[src/rtl/alu_muldiv.sv]
// alu_muldiv: single-cycle ALU with iterative (one bit per cycle) multiply and
// divide. Mul/div results go to HI/LO; MFHI/MFLO read them back.
module alu_muldiv #(
   parameter int WIDTH   = 32,
   parameter int SHAMT_W = 5
) (
   input  logic               clk,
   input  logic               rst_n,
   input  logic               in_valid,
   output logic               in_ready,
   input  logic [3:0]         alu_control,
   input  logic [WIDTH-1:0]   data1,
   input  logic [WIDTH-1:0]   data2,
   input  logic [SHAMT_W-1:0] shamt,
   output logic               out_valid,
   output logic [WIDTH-1:0]   out,
   output logic               zero,
   output logic               busy
);

   localparam logic [3:0] OP_AND   = 4'b0000;
   localparam logic [3:0] OP_OR    = 4'b0001;
   localparam logic [3:0] OP_ADD   = 4'b0010;
   localparam logic [3:0] OP_MFHI  = 4'b0011;
   localparam logic [3:0] OP_MULT  = 4'b0100;
   localparam logic [3:0] OP_MULTU = 4'b0101;
   localparam logic [3:0] OP_SUB   = 4'b0110;
   localparam logic [3:0] OP_SLT   = 4'b0111;
   localparam logic [3:0] OP_SLTU  = 4'b1000;
   localparam logic [3:0] OP_SLL   = 4'b1001;
   localparam logic [3:0] OP_SRL   = 4'b1010;
   localparam logic [3:0] OP_SRA   = 4'b1011;
   localparam logic [3:0] OP_NOR   = 4'b1100;
   localparam logic [3:0] OP_DIV   = 4'b1101;
   localparam logic [3:0] OP_DIVU  = 4'b1110;
   localparam logic [3:0] OP_MFLO  = 4'b1111;

   localparam int CNT_W = $clog2(WIDTH + 1);

   typedef enum logic [1:0] {IDLE, MUL, DIV} state_t;

   state_t               state, state_nxt;
   logic [CNT_W-1:0]     count;
   logic [WIDTH-1:0]     hi, lo, opb, a_orig;
   logic [2*WIDTH-1:0]   acc;
   logic                 neg_res, neg_rem, div_zero;
   logic                 accept, is_mul, is_div, last;
   logic                 sgn, a_neg, b_neg;
   logic [WIDTH-1:0]     a_mag, b_mag, alu_res;
   logic [WIDTH:0]       mul_sum, div_trial;
   logic [2*WIDTH-1:0]   mul_nxt, div_nxt, mul_fin;
   logic [WIDTH-1:0]     quo, rem, fin_hi, fin_lo;

   assign busy     = (state != IDLE);
   assign in_ready = !busy;
   assign accept   = in_valid && in_ready;
   assign is_mul   = (alu_control == OP_MULT) || (alu_control == OP_MULTU);
   assign is_div   = (alu_control == OP_DIV)  || (alu_control == OP_DIVU);
   assign last     = (count == CNT_W'(WIDTH - 1));

   // State register.
   always_ff @(posedge clk) begin
      if (!rst_n) state <= IDLE;
      else        state <= state_nxt;
   end

   // Next state: leave IDLE on accepting mul/div, return after WIDTH iterations.
   always_comb begin
      state_nxt = state;
      case (state)
         IDLE: begin
            if (accept && is_mul)      state_nxt = MUL;
            else if (accept && is_div) state_nxt = DIV;
         end
         MUL, DIV: if (last) state_nxt = IDLE;
         default:  state_nxt = IDLE;
      endcase
   end

   // Single-cycle result selection.
   always_comb begin
      alu_res = '0;
      case (alu_control)
         OP_AND:  alu_res = data1 & data2;
         OP_OR:   alu_res = data1 | data2;
         OP_ADD:  alu_res = data1 + data2;
         OP_SUB:  alu_res = data1 - data2;
         OP_NOR:  alu_res = ~(data1 | data2);
         OP_SLT:  alu_res = {{(WIDTH-1){1'b0}}, ($signed(data1) < $signed(data2))};
         OP_SLTU: alu_res = {{(WIDTH-1){1'b0}}, (data1 < data2)};
         OP_SLL:  alu_res = data2 << shamt;
         OP_SRL:  alu_res = data2 >> shamt;
         OP_SRA:  alu_res = $signed(data2) >>> shamt;
         OP_MFHI: alu_res = hi;
         OP_MFLO: alu_res = lo;
         default: alu_res = '0;
      endcase
   end

   // Operand magnitudes: signed ops iterate on |a|,|b| and fix signs at the end.
   always_comb begin
      sgn   = (alu_control == OP_MULT) || (alu_control == OP_DIV);
      a_neg = sgn && data1[WIDTH-1];
      b_neg = sgn && data2[WIDTH-1];
      a_mag = a_neg ? -data1 : data1;
      b_mag = b_neg ? -data2 : data2;
   end

   // One iteration step plus the sign-corrected final results.
   // acc holds {partial product, multiplier} for MUL and {remainder, dividend} for DIV.
   always_comb begin
      mul_sum   = {1'b0, acc[2*WIDTH-1:WIDTH]} + (acc[0] ? {1'b0, opb} : '0);
      mul_nxt   = {mul_sum, acc[WIDTH-1:1]};
      div_trial = {acc[2*WIDTH-1:WIDTH], acc[WIDTH-1]} - {1'b0, opb};
      div_nxt   = div_trial[WIDTH] ? {acc[2*WIDTH-2:0], 1'b0}
                                   : {div_trial[WIDTH-1:0], acc[WIDTH-2:0], 1'b1};
      mul_fin   = neg_res ? -mul_nxt : mul_nxt;
      quo       = neg_res ? -div_nxt[WIDTH-1:0] : div_nxt[WIDTH-1:0];
      rem       = neg_rem ? -div_nxt[2*WIDTH-1:WIDTH] : div_nxt[2*WIDTH-1:WIDTH];
      fin_hi    = rem;
      fin_lo    = quo;
      if (state == MUL) begin
         fin_hi = mul_fin[2*WIDTH-1:WIDTH];
         fin_lo = mul_fin[WIDTH-1:0];
      end else if (div_zero) begin
         fin_hi = a_orig;
         fin_lo = '1;
      end
   end

   // Datapath: operand capture, iteration, result/HI/LO registers.
   always_ff @(posedge clk) begin
      if (!rst_n) begin
         out_valid <= 1'b0;
         out       <= '0;
         zero      <= 1'b1;
         hi        <= '0;
         lo        <= '0;
         count     <= '0;
         acc       <= '0;
         opb       <= '0;
         a_orig    <= '0;
         neg_res   <= 1'b0;
         neg_rem   <= 1'b0;
         div_zero  <= 1'b0;
      end else begin
         out_valid <= 1'b0;
         case (state)
            IDLE: begin
               if (accept) begin
                  if (is_mul) begin
                     acc     <= {{WIDTH{1'b0}}, b_mag};
                     opb     <= a_mag;
                     neg_res <= a_neg ^ b_neg;
                     count   <= '0;
                  end else if (is_div) begin
                     acc      <= {{WIDTH{1'b0}}, a_mag};
                     opb      <= b_mag;
                     neg_res  <= a_neg ^ b_neg;
                     neg_rem  <= a_neg;
                     div_zero <= (data2 == '0);
                     a_orig   <= data1;
                     count    <= '0;
                  end else begin
                     out       <= alu_res;
                     zero      <= (alu_res == '0);
                     out_valid <= 1'b1;
                  end
               end
            end
            MUL, DIV: begin
               acc   <= (state == MUL) ? mul_nxt : div_nxt;
               count <= count + 1'b1;
               if (last) begin
                  hi        <= fin_hi;
                  lo        <= fin_lo;
                  out       <= fin_lo;
                  zero      <= (fin_lo == '0);
                  out_valid <= 1'b1;
                  count     <= '0;
               end
            end
            default: ;
         endcase
      end
   end

endmodule

[config.mk]
export PLATFORM = sky130hd
export DESIGN_NAME = alu_muldiv
export DESIGN_NICKNAME = d
export VERILOG_FILES = /design/src/rtl/alu_muldiv.sv
export SDC_FILE = /design/constraint.sdc
export NUM_CORES = 2
export LEC_CHECK = 0
export ABC_CLOCK_PERIOD_IN_PS = 7800
export CAP_MARGIN = 40
export CELL_PAD_IN_SITES_DETAIL_PLACEMENT = 1
export CELL_PAD_IN_SITES_GLOBAL_PLACEMENT = 1
export CORE_AREA = 2 2 278 280
export CTS_CLUSTER_DIAMETER = 100
export DETAILED_ROUTE_END_ITERATION = 8
export DIE_AREA = 0 0 280 282
export GPL_ROUTABILITY_DRIVEN = 0
export PLACE_DENSITY = 0.7
export SLEW_MARGIN = 40
export SYNTH_ARGS = -nofsm -noshare
export SYNTH_HDL_FRONTEND = slang
export SYNTH_SLANG_ARGS = --single-unit
[constraint.sdc]
create_clock -name clk -period 7.8 [get_ports clk]
set_clock_uncertainty 0.15 [all_clocks]
set_input_delay 1.95 -clock clk [delete_from_list [all_inputs] [get_ports clk]]
set_output_delay 1.95 -clock clk [all_outputs]
set_load 0.01 [all_outputs]
After elaboration in Yosys (flattened, before gate mapping). Index checks and enable logic that the tools add are counted.

Bits in registers: 237. Bits of input ports: 76. Output and inout bits: 36.

Add/subtract/negate cells: 10. Order comparisons: 2. Shift operators: 3. Equality and inequality tests: 24. Multiplexer cells: 45. Reduce and logical (&&, ||, !) cells: 24. Bitwise operators: 5.

Operators with widths (number): 2-to-1 mux 32 bit (15); 2-to-1 mux 64 bit (6); one-hot mux 32 bit (12 select lines) (1); negator 32 bit (4); one-hot mux 64 bit (2 select lines) (1); zero test 32 bit (3); < comparator 32 bit (2); negator 64 bit (1); one-hot mux 32 bit (2 select lines) (1); adder 32 x 32 -> 33 bit (1); subtractor 33 x 32 -> 33 bit (1); adder 32 bit (1); bitwise AND 32 bit (1); equality test 4 bit (second input constant) (8); NOT 32 bit (1); bitwise OR 32 bit (1); << shifter 32 x 5 -> 32 bit (1); right shift 32 x 5 -> 32 bit (1); >>> shifter 32 x 5 -> 32 bit (1); subtractor 32 bit (1); 2-to-1 mux 6 bit (4); equality test 4 x 3 -> 1 bit (second input constant) (4); one-hot mux 6 bit (2 select lines) (1); 2-to-1 mux 1 bit (10); 24 further kinds (42).

Longest topological paths before layout.
Depth in word-level cells: 9. Depth in mapped cells: 27.

Worst setup path before layout. No wires, ideal clock.

Path kind: input to register. Start: input port data2[10]. End: register zero. Stages: 15. Required time: 7.573 ns. Path slack: 1.711 ns. Arrival time: 5.863 ns. Path buffers: 1. Cell sequence: clkbuf_1 > inv_1 > ha_1 > nor3_1 > nand2_1 > a211oi_1 > o21ai_1 > xnor2_1 > a211o_1 > or4b_1 > or4_1 > or4b_1 > nor4_1 > nand3_1 > a41oi_2.

Word-level cells in the longest chain between the ends: 8. Elaborated cells on any way between the ends: 16. Classes of those cells: 2 x add/sub; 2 x order compare; 3 x shift; 5 x mux; 3 x bitwise; 1 x reduce/logical.

Ends and longest elaborated chain: from (decl) (RTL line 13) `input logic [WIDTH-1:0] data2,`; parallel branches: the longest is 2 deep, another holds subtractor 32 bit; one-hot mux 32 bit (12 select lines) * (RTL line 83) `case (alu_control)`; zero test 32 bit * (RTL line 166) `zero <= (alu_res == '0);`; 2-to-1 mux 1 bit * (RTL line 156) `end else if (is_div) begin`; 2-to-1 mux 1 bit * (RTL line 151) `if (is_mul) begin`; 2-to-1 mux 1 bit * (RTL line 150) `if (accept) begin`; one-hot mux 1 bit (2 select lines) * (RTL line 148) `case (state)`; to (signal assigned) (RTL line 166); to (signal assigned) (RTL line 178) `zero <= (fin_lo == '0);`; to (decl) (RTL line 17) `output logic zero,`.

Every way passes the cells marked *. The select of a mux whose other input is x is not followed. A chain may end at the register's enable or synchronous reset.

Worst setup path in the final report.
Start: input port data1[11]. End: register zero.

Word-level cells in the longest chain between the ends: 8. Elaborated cells on any way between the ends: 13. Classes of those cells: 2 x add/sub; 2 x order compare; 5 x mux; 3 x bitwise; 1 x reduce/logical.

Ends and longest elaborated chain: from (decl) (RTL line 12) `input logic [WIDTH-1:0] data1,`; parallel branches: the longest is 2 deep, another holds subtractor 32 bit; one-hot mux 32 bit (12 select lines) * (RTL line 83); zero test 32 bit * (RTL line 166); 2-to-1 mux 1 bit * (RTL line 156); 2-to-1 mux 1 bit * (RTL line 151); 2-to-1 mux 1 bit * (RTL line 150); one-hot mux 1 bit (2 select lines) * (RTL line 148).

Marked as above.

==> results.py <==
metrics = {
    "synthesis": {
        "synth_area_mm2": 0.03015,
        "synth-seq-cells": 237,
        "synth_edf_count": 0,
        "synth_cells": 4342,
        "avgSynthCellArea_um2": 6.943,
        "synth_cell_types": 101,
        "async_flop_share": 0,
        "synthFlopType": "dfxtp_1",
        "yosysWarnings": 0,
        "seq_area_frac_synth": 0.1574,
        "synth_fp_nets": 4591,
    },
    "critical_path": {
        "cp_max_fo": 11,
        "critPathMostFrequentCell": "or4b_1",
        "cp-end-kind": "flop",
        "critical_path_class": "in2reg",
        "max_stage_delay_ns": 0.67,
        "cpLargestDelayFamily": "simple AND/OR/NAND/NOR gates",
        "slowest_stage": "clkdlybuf4s50_1",
        "cp_cell_sequence": "clkdlybuf4s50_1, inv_1, ha_1, nor3_1, nand2_1, a211oi_1, o21ai_1, buf_4, xnor2_1, a211o_1, or4b_1, or4_1, or4b_1, nor4_1, nand3_1, a41oi_2",
        "crit_arrival_ns": 7.17,
        "required_ns": 8.18,
        "critPathLaunchType": "input pin",
        "crit_buf_inv": 3,
    },
    "placed_design": {
        "pre_cts_ws_ns": 0.5874,
        "place_inst": 5180,
        "placement.io_buffers": 111,
        "dp_hpwl_um": 119500,
    },
    "final_layout": {
        "layoutNonFillerInstCount": 5242,
        "drive_gt1_frac": 0.08351,
        "nNetsFinal": 4488,
        "area_growth_pct": 10.20,
        "fin_util": 0.4389,
    },
    "route": {
        "wl_met2_um": 62690,
        "wl_met1_um": 65900,
        "wirelength_um": 152500,
        "first_iter_violations": 4341,
        "ant_nets": 0,
        "viasPerCell": 6.800,
        "vias": 35650,
        "wire_per_inst_um": 29.09,
        "drc": 0,
        "highest_layer": "met5",
        "firstDrtPassIters": 7,
        "wl_met3_um": 16730,
    },
    "clocking": {
        "cts_hold_buf": 0,
        "clk_pin_slew_ns": 0.06,
        "clkLatencyLatePin_ns": 0.61,
        "post-cts-setup-buffer-count": 0,
        "cts_max_level": 1,
        "root_buffer": "clkbuf_16",
        "cts_sinks": 237,
        "cts_tree": "yes",
        "post_cts_resized": 0,
        "cts_buffers": 30,
        "clockBufferDepth": 3,
    },
    "power_and_ir_drop": {
        "peakVddDrop_uv": 165.9,
        "powerDensity_mw_per_mm2": 192.6,
        "leakagePower_nw": 12.61,
        "total_power_w": 0.006398,
    },
    "sta": {
        "fmax_ghz": 0.1473,
        "setup_viol": 0,
        "worst_slack_ns": 1.010,
        "worst_pin_slew_ns": 0.9973,
        "final.min_clock_period_ns": 6.790,
        "slew_viol_final": 0,
        "max-slew-margin-rel": 0.3331,
        "grt_setup_unrepaired": "no",
        "period_share": 0.8705,
        "finalSetupTns_ns": 0,
        "hold_viol": 0,
    },
    "grt": {
        "grt_antenna_before_repair": 6,
        "grt_max_degree": 94,
        "grt_first_pass_wirelength_um": 222700,
        "grt_pass1_vias": 33460,
        "grt_overflow": 0,
        "gr-usage-all-layers": 0.3702,
    },
    "run_status": {
        "status": "finished, final reports clean",
    },
    "floorplanning": {
        "die_area_mm2": 0.07896,
        "pin_count": 112,
        "die_w_um": 280,
        "num_rows": 101,
        "core_area_mm2": 0.07570,
        "fp.dieH_um": 282,
        "initial_core_util": 0.3983,
    },
    "job": {
        "cap_violations": 0,
    },
    "hold_path": {
        "hp-class": "reg2reg",
    },
}
[routing by layer]
layer,global-route usage,vias to the layer above
met3,0.08378,378
met2,0.5418,2044
li1,-,15750
met4,0.1399,8
met1,0.5242,17470
met5,0,-
[cells by family after synthesis]
family,synth area share
AO/OA/AOI/OAI,0.3097
adder cells (fa/ha/maj),0.07280
AND/OR/NAND/NOR,0.2344
flip-flops,0.1574
multiplexers,0.08873
XOR/XNOR,0.06624
buffers and inverters,0.07076
[cell usage in the layout, fill, tap and decap left out, types with 46 or more instances in the layout]
| cell type | n |
|---|---|
| a211oi_1 | 99 |
| a21oi_1 | 396 |
| a22oi_1 | 65 |
| a31oi_1 | 46 |
| buf_4 | 116 |
| clkdlybuf4s50_1 | 106 |
| dfxtp_1 | 236 |
| ha_1 | 167 |
| inv_1 | 168 |
| mux2_2 | 50 |
| mux2i_1 | 130 |
| nand2_1 | 537 |
| nand3_1 | 100 |
| nand4_1 | 53 |
| nor2_1 | 423 |
| nor3_1 | 107 |
| o211ai_1 | 93 |
| o21ai_0 | 268 |
| o31ai_1 | 53 |
| xnor2_1 | 154 |
| xor2_1 | 74 |
[final timing paths]
kind / startpoint / slack, ns / depth (start not counted) / end
worst max-delay path: data1[11] / 1.01 / 16 / zero
worst max register to register: acc[31] / 1.18 / 23 / hi[28]
worst min-delay path: out[14] / 0.30 / 2 / out[14]
worst min register to register: out[14] / 0.30 / 2 / out[14]
[state kept, by name (all words and copies together), names as in the netlist]
register / flops
count: 6
zero: 1
state: 2
out_valid: 1
div_zero: 1
hi: 32
out: 32
a_orig: 32
acc: 64
neg_res: 1
opb: 32
lo: 32
neg_rem: 1
[report_power, final]
group	switching [W]	internal [W]	total, W
combinational	0.00232	0.00114	0.00346
sequential	0.000105	0.00129	0.00140
clock	0.000635	0.000900	0.00153
[worst min-delay path, stage by stage, from the launching register on]
cell and delay, ns:
dfxtp_1 0.31, nand2_1 0.05, a21oi_1 0.05
[cell usage after synthesis (54+ instances only)]
master | count | area [um^2]
a211oi_1 | 101 | 758.2
a21oi_1 | 397 | 1987
a22oi_1 | 65 | 488.0
clkbuf_1 | 278 | 1044
dfxtp_1 | 237 | 4745
ha_1 | 169 | 2115
inv_1 | 169 | 634.4
mux2i_1 | 130 | 1301
nand2_1 | 537 | 2016
nand3_1 | 100 | 500.5
nor2_1 | 431 | 1618
nor3_1 | 111 | 555.5
o211ai_1 | 93 | 698.2
o21ai_0 | 270 | 1351
o31ai_1 | 54 | 405.4
xnor2_1 | 154 | 1349
xor2_1 | 74 | 648.1
[area by class of cell]
class                      instances  area (um^2)
timing repair buffer             232         2029
antenna                            1        2.502
inverter                         174        658.1
multi-input combinational       3564        23500
sequential                       237         4746
clock inverter                    16        215.2
fill                            9618        42470
tap                              978         1224
clock buffer                      40        848.3
[stage by stage]
step	area [um^2]	hold slack (ns)
final	33220	0.3015
after global routing	33220	0.3241
after CTS	33100	0.3020
after detailed placement	32040	0.2935
after global placement	32000	0.2896
after floorplan	30150	0.2819
(Power assumes the default switching activity.)
